### src/rtl/tilemap_blit.sv
// Tilemap rectangle blitter: CPU-programmed FILL/SEQUENCE writes into the tilemap index RAM.
// Optional `TILEMAP_BLIT_WRAP_EN: coordinates wrap around the map instead of clipping.
module tilemap_blit #(
    parameter int         TILEMAP_RAM_WIDTH = 10,
    parameter logic [4:0] TILEMAP_CELLS_X   = 5'd22,
    parameter logic [4:0] TILEMAP_CELLS_Y   = 5'd17
) (
    input  logic                         clk,
    input  logic                         reset_n,
    input  logic [2:0]                   addr,
    input  logic [7:0]                   data_in,
    input  logic                         write,
    output logic [7:0]                   data_out,
    output logic                         ram_req,
    input  logic                         ram_gnt,
    output logic [TILEMAP_RAM_WIDTH-1:0] ram_addr,
    output logic                         ram_wr,
    output logic [7:0]                   ram_data,
    output logic                         busy,
    output logic                         done
);

    typedef enum logic [1:0] {S_IDLE, S_SETUP, S_WRITE, S_DONE} state_t;

    state_t     state_q, state_d;
    logic [7:0] x_q, x_d, y_q, y_d, w_q, w_d, h_q, h_d;
    logic [7:0] idx_q, idx_d, step_q, step_d;
    logic [1:0] cmd_q, cmd_d;
    logic       clipped_q, clipped_d;

    // Shadows of the running operation
    logic [4:0] cx_q, cx_d, cy_q, cy_d, x0_q, x0_d;
    logic [4:0] wl_q, wl_d, hl_q, hl_d, col_q, col_d, row_q, row_d;
    logic [7:0] cur_q, cur_d, stp_q, stp_d;
    logic       clip_pend_q, clip_pend_d;

    logic [4:0] wlen, hlen, x0, y0;
    logic       empty, clip;

`ifdef TILEMAP_BLIT_WRAP_EN
    assign wlen  = (w_q > {3'b0, TILEMAP_CELLS_X}) ? TILEMAP_CELLS_X : w_q[4:0];
    assign hlen  = (h_q > {3'b0, TILEMAP_CELLS_Y}) ? TILEMAP_CELLS_Y : h_q[4:0];
    assign x0    = 5'(x_q % {3'b0, TILEMAP_CELLS_X});
    assign y0    = 5'(y_q % {3'b0, TILEMAP_CELLS_Y});
    assign empty = (w_q == 8'd0) || (h_q == 8'd0);
    assign clip  = (w_q > {3'b0, TILEMAP_CELLS_X}) || (h_q > {3'b0, TILEMAP_CELLS_Y});
`else
    logic [8:0] sum_x, sum_y;
    assign sum_x = {1'b0, x_q} + {1'b0, w_q};
    assign sum_y = {1'b0, y_q} + {1'b0, h_q};
    // Lengths are only consumed when the start lies inside the map, so 5 bits suffice
    assign wlen  = (sum_x > {4'b0, TILEMAP_CELLS_X}) ? TILEMAP_CELLS_X - x_q[4:0] : w_q[4:0];
    assign hlen  = (sum_y > {4'b0, TILEMAP_CELLS_Y}) ? TILEMAP_CELLS_Y - y_q[4:0] : h_q[4:0];
    assign x0    = x_q[4:0];
    assign y0    = y_q[4:0];
    assign empty = (w_q == 8'd0) || (h_q == 8'd0) ||
                   (x_q >= {3'b0, TILEMAP_CELLS_X}) || (y_q >= {3'b0, TILEMAP_CELLS_Y});
    assign clip  = (sum_x > {4'b0, TILEMAP_CELLS_X}) || (sum_y > {4'b0, TILEMAP_CELLS_Y});
`endif

    logic [4:0] cx_nx, cy_nx;
    assign cx_nx = (cx_q == TILEMAP_CELLS_X - 5'd1) ? '0 : cx_q + 5'd1;
    assign cy_nx = (cy_q == TILEMAP_CELLS_Y - 5'd1) ? '0 : cy_q + 5'd1;

    always_comb begin
        state_d     = state_q;
        x_d         = x_q;
        y_d         = y_q;
        w_d         = w_q;
        h_d         = h_q;
        idx_d       = idx_q;
        step_d      = step_q;
        cmd_d       = cmd_q;
        clipped_d   = clipped_q;
        cx_d        = cx_q;
        cy_d        = cy_q;
        x0_d        = x0_q;
        wl_d        = wl_q;
        hl_d        = hl_q;
        col_d       = col_q;
        row_d       = row_q;
        cur_d       = cur_q;
        stp_d       = stp_q;
        clip_pend_d = clip_pend_q;

        if (write) begin
            case (addr)
                3'd0:    x_d    = data_in;
                3'd1:    y_d    = data_in;
                3'd2:    w_d    = data_in;
                3'd3:    h_d    = data_in;
                3'd4:    idx_d  = data_in;
                3'd5:    step_d = data_in;
                default: ;
            endcase
        end

        case (state_q)
            S_IDLE: begin
                if (write && addr == 3'd6 && (data_in == 8'd1 || data_in == 8'd2)) begin
                    cmd_d   = data_in[1:0];
                    state_d = S_SETUP;
                end
            end
            S_SETUP: begin
                cx_d        = x0;
                cy_d        = y0;
                x0_d        = x0;
                wl_d        = wlen;
                hl_d        = hlen;
                col_d       = '0;
                row_d       = '0;
                cur_d       = idx_q;
                stp_d       = step_q;
                clip_pend_d = clip;
                if (empty) begin
                    clipped_d = clip;
                    state_d   = S_DONE;
                end else begin
                    state_d = S_WRITE;
                end
            end
            S_WRITE: begin
                if (ram_gnt) begin
                    if (cmd_q == 2'd2) cur_d = cur_q + stp_q;
                    if (col_q + 5'd1 == wl_q) begin
                        col_d = '0;
                        cx_d  = x0_q;
                        row_d = row_q + 5'd1;
                        cy_d  = cy_nx;
                        if (row_q + 5'd1 == hl_q) begin
                            clipped_d = clip_pend_q;
                            state_d   = S_DONE;
                        end
                    end else begin
                        col_d = col_q + 5'd1;
                        cx_d  = cx_nx;
                    end
                end
            end
            S_DONE: begin
                cmd_d   = '0;
                state_d = S_IDLE;
            end
            default: state_d = S_IDLE;
        endcase
    end

    always_ff @(posedge clk or negedge reset_n) begin
        if (!reset_n) begin
            state_q     <= S_IDLE;
            x_q         <= '0;
            y_q         <= '0;
            w_q         <= '0;
            h_q         <= '0;
            idx_q       <= '0;
            step_q      <= '0;
            cmd_q       <= '0;
            clipped_q   <= 1'b0;
            cx_q        <= '0;
            cy_q        <= '0;
            x0_q        <= '0;
            wl_q        <= '0;
            hl_q        <= '0;
            col_q       <= '0;
            row_q       <= '0;
            cur_q       <= '0;
            stp_q       <= '0;
            clip_pend_q <= 1'b0;
        end else begin
            state_q     <= state_d;
            x_q         <= x_d;
            y_q         <= y_d;
            w_q         <= w_d;
            h_q         <= h_d;
            idx_q       <= idx_d;
            step_q      <= step_d;
            cmd_q       <= cmd_d;
            clipped_q   <= clipped_d;
            cx_q        <= cx_d;
            cy_q        <= cy_d;
            x0_q        <= x0_d;
            wl_q        <= wl_d;
            hl_q        <= hl_d;
            col_q       <= col_d;
            row_q       <= row_d;
            cur_q       <= cur_d;
            stp_q       <= stp_d;
            clip_pend_q <= clip_pend_d;
        end
    end

    assign busy     = (state_q != S_IDLE);
    assign done     = (state_q == S_DONE);
    assign ram_req  = (state_q == S_WRITE);
    assign ram_wr   = ram_req && ram_gnt;
    assign ram_addr = TILEMAP_RAM_WIDTH'({cy_q, cx_q});
    assign ram_data = cur_q;

    always_comb begin
        case (addr)
            3'd0:    data_out = x_q;
            3'd1:    data_out = y_q;
            3'd2:    data_out = w_q;
            3'd3:    data_out = h_q;
            3'd4:    data_out = idx_q;
            3'd5:    data_out = step_q;
            3'd6:    data_out = {6'b0, cmd_q};
            default: data_out = {6'b0, clipped_q, busy};
        endcase
    end

endmodule
### config.mk
export PLATFORM = sky130hd
export DESIGN_NAME = tilemap_blit
export DESIGN_NICKNAME = d
export VERILOG_FILES = /design/src/rtl/tilemap_blit.sv
export SDC_FILE = /design/constraint.sdc
export NUM_CORES = 1
export LEC_CHECK = 0
export BUFFER_PORTS_ARGS = -buffer_cell sky130_fd_sc_hd__buf_2
export CORE_MARGIN = 10
export CORE_UTILIZATION = 45
export CTS_BUF_LIST = sky130_fd_sc_hd__clkbuf_4
export DETAILED_ROUTE_END_ITERATION = 6
export GPL_TIMING_DRIVEN = 0
export PLACE_DENSITY = 0.68
export SYNTH_ARGS = -nofsm -noshare
export SYNTH_HDL_FRONTEND = slang
export SYNTH_SLANG_ARGS = --single-unit
### constraint.sdc
create_clock -name clk -period 7 [get_ports clk]
set_input_delay 2.1 -clock clk [delete_from_list [all_inputs] [get_ports clk]]
set_output_delay 2.1 -clock clk [all_outputs]
set_load 0.05 [all_outputs]
==> results.cfg <==
[routing]
vias = 5088
wirelength_um = 17000
met1_length_um = 7680
first_iter_violations = 425
wl_met3_um = 762
first_pass_iters = 5
highest_layer = met4
post_drt_wl_per_cell_um = 19.8
route.detailed.drc = 0
wl_met2_um = 8210
viasPerCell = 5.91
ant_nets = 0

[timing]
skew_ns = 0.0305
slew_headroom_pct = 43.7
rsz0062_at_grt = no
timing.hold.ws_ns = 0.526
setup_viol = 0
hold_viol = 0
fmax_mhz = 161
worst_slew_pin_slew_ns = 0.840
finalCriticalPeriod_ns = 6.22
fin_tns_setup_ns = 0
setup_slack_ns = 0.779
finalCritPeriodShare_pct = 88.9
finalMaxSlewViolations = 0

[cells_and_area]
drive_gt1_share_pct = 20.3
regArea_um2 = 2630
area_delta_synth_final_pct = 8.79
fin_nets = 731
multi_input_area_um2 = 3520
final_util_pct = 49.8
stdcell_count = 861
fill_cells = 1300

[critical_path]
worstPathArrival_ns = 4.12
cp-start-kind = input port
crit_required_ns = 4.90
end_kind = output pin
crit_fanout = 10
critPathKind = in2out

[logic_synthesis]
ys_types = 63
async_flop_share_pct = 100
yosysWarningCount = 0
syn_nets = 679
yosys.area.top_type = dfrtp_1
synth_top_area_share_pct = 41.3
synth_edf_count = 0
ys_ff_latch = 105
netlist_area_um2 = 6360
ys.flop_type = dfrtp_1
netlist_instances = 624
ys_seq_area_share_pct = 41.3
ys_top_cells_by_area = dfrtp_1 41%, mux2_2 12%, ha_1 7.3%
syn_avg_cell_area_um2 = 10.2

[placement]
dp_hpwl_um = 12700
dp.cells = 845
preCtsSetupSlack_ns = 0.793
gp_congestion = 0.941
io_buffers = 40

[clock_tree]
cts_resized = 0
cts-buffers-inserted = 9
post-cts-setup-buffers = 0
ctsRootBufferMaster = clkbuf_4
tritoncts = built
clockBufferDepth = 2
cts.clk_slew.worst_paths_ns = 0.15
cts_hold_repair.buffers = 0
clock_latency_ns = 0.52
cts_max_level = 3
cts_sinks = 105

[die]
num_rows = 43
ios = 45
initial_core_util_pct = 45.8
core_region_area_um2 = 13900
die_area_um2 = 19300
fp.dieH_um = 139
die_w_um = 139

[grt]
overflow = 0
track_usage_pct = 17.4
antenna_found_initial = 1
grt_pass1_wl_um = 27700
grt_pass1_vias = 5170
grt_max_degree = 62

[power]
peakVddDrop_mv = 0.130
leakage_nw = 2.98
p_per_area_nw_per_um2 = 408

[worst_hold_path]
holdCritPathClass = reg2reg

[status]
status = complete, no violations

[job]
maxCapViolations = 0
==> cells by family after synthesis <==
| group | count (synthesis) | synth area share [%] |
|---|---|---|
| multiplexers | 88 | 15.8 |
| buffers and inverters | 55 | 3.30 |
| adder cells (fa/ha/maj) | 40 | 8.22 |
| AO/OA/AOI/OAI | 144 | 14.3 |
| flip-flops | 105 | 41.3 |
| XOR/XNOR | 27 | 3.72 |
| AND/OR/NAND/NOR | 165 | 13.4 |
==> placed cells by master, fill, tap and decap left out, drive strengths merged, types with 5 or more instances in the layout <==
cell type	instances
xor2	10
nor2	35
xnor2	17
nor4	7
nand3	15
clkbuf	29
buf	45
o21ai	50
dfrtp	105
a21oi	35
nand2	49
nor3	13
nand2b	6
ha	37
a31oi	5
mux2i	18
o22ai	7
inv	32
mux2	67
nor2b	13
o21a	6
nor3b	5
==> metal layers <==
layer  vias to the layer above  track usage (%)
li1                       2369                -
met1                      2555             22.6
met2                       140             28.8
met3                        24             2.36
met4                         0             6.64
met5                         -                0
==> worst max-delay path, cell delays in order <==
cell and delay (ns):
buf_2 0.11, buf_2 0.25, buf_1 0.47, buf_2 0.35, mux2i_1 0.21, nor2_1 0.07, a31oi_1 0.13, o21ai_0 0.16
buf_2 0.27
==> cells in the mapped netlist (all sizes together), types with 10 or more instances <==
master  count
nor3       13
o21ai      50
inv        31
mux2       67
nor2       35
xor2       10
clkbuf     20
a21oi      35
ha         37
xnor2      17
nand3      15
nand2      49
nor2b      13
dfrtp     105
mux2i      18
==> where the power goes <==
group	leakage (nW)	switching, mW	internal [mW]
clock	0.0570	0.212	0.0689
sequential	1.28	0.224	0.806
combinational	1.64	0.926	0.583
==> sequential cells by signal, summed over array words and instances (netlist names) <==
name,flops
clipped_q,1
idx_q,8
w_q,8
ram_data,8
state_q,2
y_q,8
col_q,5
h_q,8
clip_pend_q,1
cmd_q,2
hl_q,5
cy_q,5
stp_q,8
step_q,8
x0_q,5
cx_q,5
wl_q,5
row_q,5
x_q,8
==> cell type report <==
class | instances | share of cell area (%)
clock inverter | 6 | 0.488
buffer | 24 | 1.36
multi-input combinational | 464 | 50.9
tap | 180 | 3.25
clock buffer | 9 | 0.976
timing repair buffer | 41 | 3.33
antenna | 1 | 0.0362
inverter | 31 | 1.68
sequential | 105 | 38.0
==> stage by stage <==
step           total power, mW  area (µm²)
6_report                  2.82        6920
5_1_grt                   3.02        6920
4_1_cts                   2.82        6920
3_5_place_dp              2.54        6820
3_3_place_gp              2.47        6790
2_1_floorplan             2.13        6360
==> worst paths after layout <==
path	from	cells past startpoint	endpoint	slack [ns]
worst max-delay path	addr[0]	9	data_out[2]	0.78
worst min-delay path	x0_q[1]	1	x0_q[1]	0.53
worst max register to register	x_q[0]	10	wl_q[3]	3.83
worst min register to register	x0_q[1]	1	x0_q[1]	0.53
max in group asynchronous	reset_n	2	col_q[4]	4.71
min in group asynchronous	reset_n	1	idx_q[6]	1.57
No activity file was read; power rests on OpenSTA's default activity.
